<file path="config.mk">
export PLATFORM = sky130hd
export DESIGN_NAME = click_classifier
export DESIGN_NICKNAME = d
export VERILOG_FILES = /design/src/rtl/ui_pkg.sv /design/src/rtl/click_classifier.sv
export SDC_FILE = /design/constraint.sdc
export NUM_CORES = 1
export LEC_CHECK = 0
export CAP_MARGIN = 5
export CORE_AREA = 2 2 67 69
export CTS_CLUSTER_SIZE = 16
export DETAILED_ROUTE_END_ITERATION = 10
export DIE_AREA = 0 0 69 71
export PLACE_DENSITY = 0.58
export SLEW_MARGIN = 20
export SYNTH_ARGS = -nofsm -noshare
export SYNTH_HDL_FRONTEND = slang
export SYNTH_SLANG_ARGS = --single-unit
</file>
<file path="constraint.sdc">
create_clock -name clk_i -period 2.8 [get_ports clk_i]
set_input_delay 0.56 -clock clk_i [delete_from_list [all_inputs] [get_ports clk_i]]
set_output_delay 0.56 -clock clk_i [all_outputs]
set_load 0.005 [all_outputs]
</file>
<file path="src/rtl/ui_pkg.sv">
// Shared UI-timing definitions: the click FSM state type and time-to-cycle conversion.
package ui_pkg;

  typedef enum logic [0:0] {
    IDLE,
    WAIT
  } click_state_t;

  // Number of clock cycles in a window of `us` microseconds at `freq_mhz` MHz.
  function automatic int unsigned cycles_from_us(input int unsigned freq_mhz,
                                                 input int unsigned us);
    return freq_mhz * us;
  endfunction

endpackage

</file>
<file path="src/rtl/click_classifier.sv">
// Groups debounced press strobes that arrive close together into single/double/.. click events.
// Emits one registered strobe with the press count per finished sequence.
module click_classifier
  import ui_pkg::*;
#(
  parameter int unsigned CLK_FREQ_MHZ    = 50,
  parameter int unsigned CLICK_WINDOW_US = 300000,
  parameter int unsigned MAX_CLICKS      = 3,
  localparam int unsigned CNT_W          = $clog2(MAX_CLICKS + 1)
) (
  input  logic             clk_i,
  input  logic             rstn_i,
  input  logic             key_pressed_stb_i,
  output logic             click_stb_o,
  output logic [CNT_W-1:0] click_cnt_o,
  output logic             busy_o
);

  localparam int unsigned WINDOW_CYCLES = cycles_from_us(CLK_FREQ_MHZ, CLICK_WINDOW_US);
  localparam int unsigned TIMER_W       = (WINDOW_CYCLES > 1) ? $clog2(WINDOW_CYCLES) : 1;

  // The strobe is registered on the edge where the timer would reach WINDOW_CYCLES-1,
  // so the decision is taken while it still holds WINDOW_CYCLES-2.
  localparam logic [TIMER_W-1:0] TimerExpire = TIMER_W'(WINDOW_CYCLES - 2);
  localparam logic [TIMER_W-1:0] TimerMax    = TIMER_W'(WINDOW_CYCLES - 1);
  localparam logic [CNT_W-1:0]   CntLast     = CNT_W'(MAX_CLICKS - 1);
  localparam logic [CNT_W-1:0]   CntMax      = CNT_W'(MAX_CLICKS);
  localparam logic [CNT_W-1:0]   CntOne      = CNT_W'(1);
  localparam logic [TIMER_W-1:0] TimerOne    = TIMER_W'(1);

  if (WINDOW_CYCLES < 2) begin : gen_window_chk
    $error("click_classifier: WINDOW_CYCLES must be >= 2");
  end
  if (MAX_CLICKS < 2) begin : gen_max_chk
    $error("click_classifier: MAX_CLICKS must be >= 2");
  end

  click_state_t       state_q;
  logic [CNT_W-1:0]   count_q;
  logic [TIMER_W-1:0] timer_q;
  logic               click_stb_q;
  logic [CNT_W-1:0]   click_cnt_q;
  logic               busy_q;

  always_ff @(posedge clk_i or negedge rstn_i) begin
    if (!rstn_i) begin
      state_q     <= IDLE;
      count_q     <= '0;
      timer_q     <= '0;
      click_stb_q <= 1'b0;
      click_cnt_q <= '0;
      busy_q      <= 1'b0;
    end else begin
      click_stb_q <= 1'b0;
      unique case (state_q)
        IDLE: begin
          if (key_pressed_stb_i) begin
            state_q <= WAIT;
            count_q <= CntOne;
            timer_q <= '0;
            busy_q  <= 1'b1;
          end
        end
        WAIT: begin
          // A press always beats a coincident timeout.
          if (key_pressed_stb_i) begin
            timer_q <= '0;
            if (count_q == CntLast) begin
              click_stb_q <= 1'b1;
              click_cnt_q <= CntMax;
              state_q     <= IDLE;
              count_q     <= '0;
              busy_q      <= 1'b0;
            end else begin
              count_q <= count_q + CntOne;
            end
          end else if (timer_q == TimerExpire) begin
            click_stb_q <= 1'b1;
            click_cnt_q <= count_q;
            state_q     <= IDLE;
            count_q     <= '0;
            timer_q     <= '0;
            busy_q      <= 1'b0;
          end else if (timer_q != TimerMax) begin
            timer_q <= timer_q + TimerOne;
          end
        end
        default: begin
          state_q <= IDLE;
        end
      endcase
    end
  end

  assign click_stb_o = click_stb_q;
  assign click_cnt_o = click_cnt_q;
  assign busy_o      = busy_q;

endmodule
</file>
# --- Word-level counts from Yosys, hierarchy flattened ---
# Index checks and enable logic that the tools add are counted.
classes:
  order_cmp: 0
  eq_ne: 8
  n_mux: 27
  reduce_logical: 5
  mul: 0
  shift: 0
  div_mod_pow: 0
  addsub: 2
  bitwise_logic: 1
ops:
  columns: ["op", "count"]
  rows:
  - ["24-bit two-way mux", 4]
  - ["24-bit case mux with 2 select lines", 1]
  - ["24-bit by 1-bit adder with 24-bit output, second input constant", 1]
  - ["24-bit == test, second input constant", 1]
  - ["24-bit inequality test, second input constant", 1]
  - ["2-bit two-way mux", 7]
  - ["1-bit two-way mux", 12]
  - ["3-bit by 2-bit inequality test with 1-bit output, second input constant", 2]
  - ["3-bit AND reduction", 2]
  - ["4-bit by 2-bit inequality test with 1-bit output, second input constant", 1]
  - ["1-bit case mux with 2 select lines", 2]
  - ["2-bit case mux with 2 select lines", 1]
  - ["2-bit AND reduction", 2]
  - ["2-bit by 1-bit adder with 2-bit output, second input constant", 1]
  - ["2-bit == test, second input constant", 1]
  - ["2-bit by 1-bit inequality test with 1-bit output, second input constant", 1]
  - ["2-bit inequality test, second input constant", 1]
  - ["2-bit nonzero test", 1]
  - ["1-bit inverter", 1]
word_totals:
  ramBits: 0
  input_bits: 3
  romBits: 0
  wordCells: 49
  out_inout_bits: 4
  reg_bits: 31
  mem_count: 0
  latch_bits: 0

# --- Logic depth before layout (Yosys ltp) ---
depth:
  ltp_word: 5
  depth_mapped: 8

# --- Worst setup path before layout ---
# No wires, ideal clock.
synth_timing:
  path_kind: "register to register"
  startpoint: "register timer_q[17]"
  endpoint: "register timer_q[6]"
  t_arrival_ps: 1787
  path_buffers: 2
  setup_slack_ps: 874
  stages_incl_launch_ff: 8
  cell_sequence: "dfrtp_1 > or3_1 > nor4_4 > a31oi_2 > buf_6 > buf_2 > nand3_1 > o221ai_1"
synth_between:
  elab_chain_cells: 4
  elab_cells_between_ends: 7
  cone_classes: "eq/ne (3); mux (3); reduce/logical (1)"
synth_rtl:
  columns: ["item", "line_no", "source"]
  rows:
  - ["start, declared", "click_classifier.sv:40", "logic [TIMER_W-1:0] timer_q;"]
  - ["start signal, assigned", "click_classifier.sv:85", "timer_q <= timer_q + TimerOne;"]
  - ["24-bit == test", "click_classifier.sv:77", "end else if (timer_q == TimerExpire) begin"]
  - ["24-bit two-way mux", "click_classifier.sv:77", null]
  - ["24-bit two-way mux", "click_classifier.sv:66", "if (key_pressed_stb_i) begin"]
  - ["24-bit case mux with 2 select lines", "click_classifier.sv:55", "unique case (state_q)"]
# Parallel ways exist; a longest one is shown, timed or not.
# A chain may end at the register's enable or synchronous reset.

# --- Final worst setup path ---
# Same ends and word-level chain as after synthesis.

==> impl_metrics.csv <==
group,metric,value,unit
status,outcome,"finished clean",
power,p_seq_frac,0.491,
floorplan,core,4204,um^2
sta,layout_setup_ws,656.1,ps
placed_design,io_buffers,6,
hold_path,holdPathStages,1,
worst_setup_path,end_kind,"flop",
floorplan,ios,7,
sta,fin_crit_sh,0.7657,
drt,wl_met2,1765,um
clocking,cts_hold_buf,0,
sta,finalSetupViolCount,0,
global_route,grt_pass1_wl,6934,um
power,switching_share,0.2658,
finish,n_antenna_cell,0,
placed_design,hpwl,2765,um
synth,syn_inst,206,
global_route,grt_max_degree,32,
finish,nets,217,
drt,top_layer_used,"met4",
sta,fin_crit,2144,ps
worst_setup_path,crit_chain,"or3_1 -> nor4_4 -> a31oi_2 -> buf_4 -> nand2_1 -> o221ai_1",
drt,drc,0,
synth,ys_warn_count,0,
power,pwr-share-clk,0.378,
clocking,cts_max_level,2,
clocking,numCtsBuffers,5,
global_route,antenna_found_initial,0,
power,p_comb_frac,0.131,
clocking,clock_sinks,31,
floorplan,die_w,69,um
clocking,cts_tree,"done",
finish,syn_to_final_growth,11.74,%
sta,rsz0062_at_grt,"no",
sta,tns,0,ps
drt,drtIter0Drc,124,
global_route,gr-total-overflow,0,
worst_setup_path,r2r-end,"timer_q[6]",
sta,relSlewSlack,0.6330,
drt,vias,1630,
floorplan,rows,24,
power,p_leak,0.7979,nW
hold_path,hold_start,"timer_q[22]",
drt,wl_per_cell,15.06,um
drt,met1_length,1996,um
worst_setup_path,cp-start-kind,"flop",
worst_setup_path,crit_slowest_cell,"dfrtp_1",
sta,max_freq,0.4664,GHz
worst_setup_path,crit_type,"reg2reg",
sta,hold_viol_final,0,
finish,drive_gt1_frac,0.07981,
clocking,path_clk_slew,60,ps
finish,layout_common_cells,"a31oi_1 (33), dfrtp_1 (31), nand2_1 (26)",
finish,stdcell_count,265,
drt,firstDrtPassIters,4,
clocking,cts_resized,0,
hold_path,hold_end,"timer_q[22]",
drt,antenna_left,0,
power,pwr_density_cell,510.5,nW/um^2
global_route,grt_pass1_vias,1526,
floorplan,die_y,71,um
synth,avgSynthCellArea,8.692,um^2
global_route,grt_usage,0.1776,
clocking,clockBufferDepth,2,
flow_run,maxCapViolCount,0,
finish,fin_area,2001,um^2
worst_setup_path,reg2reg_slack,660,ps
drt,viasPerCell,6.151,
worst_setup_path,slowest_delay,440,ps
worst_setup_path,crit_required,2940,ps
power,irDropWorstVdd,0.4119,mV
placed_design,dp_slack,460.3,ps
clocking,root_buffer,"clkbuf_8",
finish,layout_commonest_cell,"a31oi_1",
finish,fillers,415,
placed_design,place_inst,257,
power,internal_power,0.0007499,W
finish,multi_input_area,924.6,um^2
clocking,cts_setup_buffers,0,
synth,syn-num-nets,211,
worst_setup_path,worstPathArrival,2290,ps
synth,syn_area,1790,um^2
worst_setup_path,rr_worst_depth,6,
worst_setup_path,critPathMaxFanout,11,
power,p_total,0.001021,W
drt,routed-wl-met3,149,um
power,power.switching,0.0002714,W
finish,regArea,775.7,um^2
placed_design,placed_cell_area,1901,um^2
floorplan,initial_core_util,0.4259,
synth,ys_seq_elements,31,
drt,routed_wl,3991,um
worst_setup_path,rr_startpoint,"timer_q[17]",
sta,finalClockSkew,3.237,ps
sta,tightest_slew,545.5,ps
placed_design,place_congestion,0.8020,
clocking,clock_latency,280,ps
hold_path,hp-class,"reg2reg",
floorplan,dieArea,4899,um^2
synth,ys_seq_area_frac,0.4333,
synth,synth.distinct_cells,35,
sta,maxSlewViolCount,0,
final cells by class:
type,count,share of cell area
Tap cell,52,0.03252
Timing Repair Buffer,12,0.05253
Sequential cell,31,0.3877
Multi-Input combinational cell,154,0.4622
Clock buffer,8,0.05003
Inverter,8,0.01501
cells in the mapped netlist:
library cell  count  area [um^2]
a21boi_1          2        15.01
a21oi_1           2        10.01
a22o_1            1        8.760
a31oi_1          34        212.7
a31oi_2           1        12.51
a41oi_1           4        35.03
and3_1           10        62.56
and4_1            1        8.760
buf_2             3        15.01
buf_6             3        33.78
clkbuf_1          7        26.28
dfrtp_1          31        775.7
ha_1              2        25.02
inv_1             8        30.03
mux2i_1           1        10.01
nand2_1          26        97.59
nand2b_1          4        25.02
nand3_1          16        80.08
nand3b_1          1        7.510
nand4_1           8        50.05
nor2_1            8        30.03
nor3_1            6        30.03
nor4_1            4        25.02
nor4_4            1        21.27
nor4b_1           1        8.760
o211ai_1          2        15.01
o21ai_0           6        30.03
o21ai_1           2        10.01
o221ai_1          1        8.760
o22ai_1           4        25.02
o31a_1            1        8.760
or2_2             1        6.260
or3_1             1        6.260
or4_1             2        15.01
xnor2_1           1        8.760
worst max-delay path: cells and delay by family (launching register included):
family | cells | cell delay [ps]
compound gates | 2 | 310
buf+inv | 1 | 190
flops | 1 | 440
simple gates | 3 | 1070
worst max-delay path by stage:
stage / from / end / depth (start not counted)
finish: timer_q[17] / timer_q[6] / 6
global route: timer_q[17] / timer_q[6] / 6
CTS: timer_q[17] / timer_q[6] / 6
detailed placement: key_pressed_stb_i / timer_q[19] / 7
global placement: key_pressed_stb_i / timer_q[16] / 6
floorplan: timer_q[17] / timer_q[6] / 7
power by group through the flow:
| stage | registers [W] | clock network [W] | logic, W |
|---|---|---|---|
| finish | 0.000502 | 0.000386 | 0.000134 |
| global route | 0.000506 | 0.000415 | 0.000152 |
| CTS | 0.000501 | 0.000399 | 0.000135 |
| detailed placement | 0.000508 | 0 | 0.000136 |
| global placement | 0.000508 | 0 | 0.000131 |
| floorplan | 0.000500 | 0 | 0.0000967 |
registers in the layout, summed over array words and instances (netlist names):
register,flops
count_q,2
click_stb_o,1
state_q,1
timer_q,24
busy_o,1
click_cnt_o,2
layer usage:
metal / global-route usage / vias to the layer above
met4: 0.08279 / 0
li1: - / 800
met2: 0.2628 / 32
met5: 0 / -
met3: 0.04558 / 7
met1: 0.2452 / 791
per-stage QoR:
stage               hold WS [ps]  utilization
floorplan                  264.4            -
global placement           473.6       0.4521
detailed placement         480.0       0.4521
CTS                        490.1       0.4759
global route               510.0       0.4759
finish                     489.8       0.4759
logic make-up (layout without fill, tap and decap cells):
group           after synthesis  after routing  synth area share
simple gates                 90             90            0.2649
compound gates               60             60            0.2187
flops                        31             31            0.4333
buf+inv                      21             28           0.05870
fa+ha+maj                     2              2           0.01397
xor+xnor                      1              1          0.004893
mux                           1              1          0.005591
Note: power is estimated with default switching activity, not from simulation.
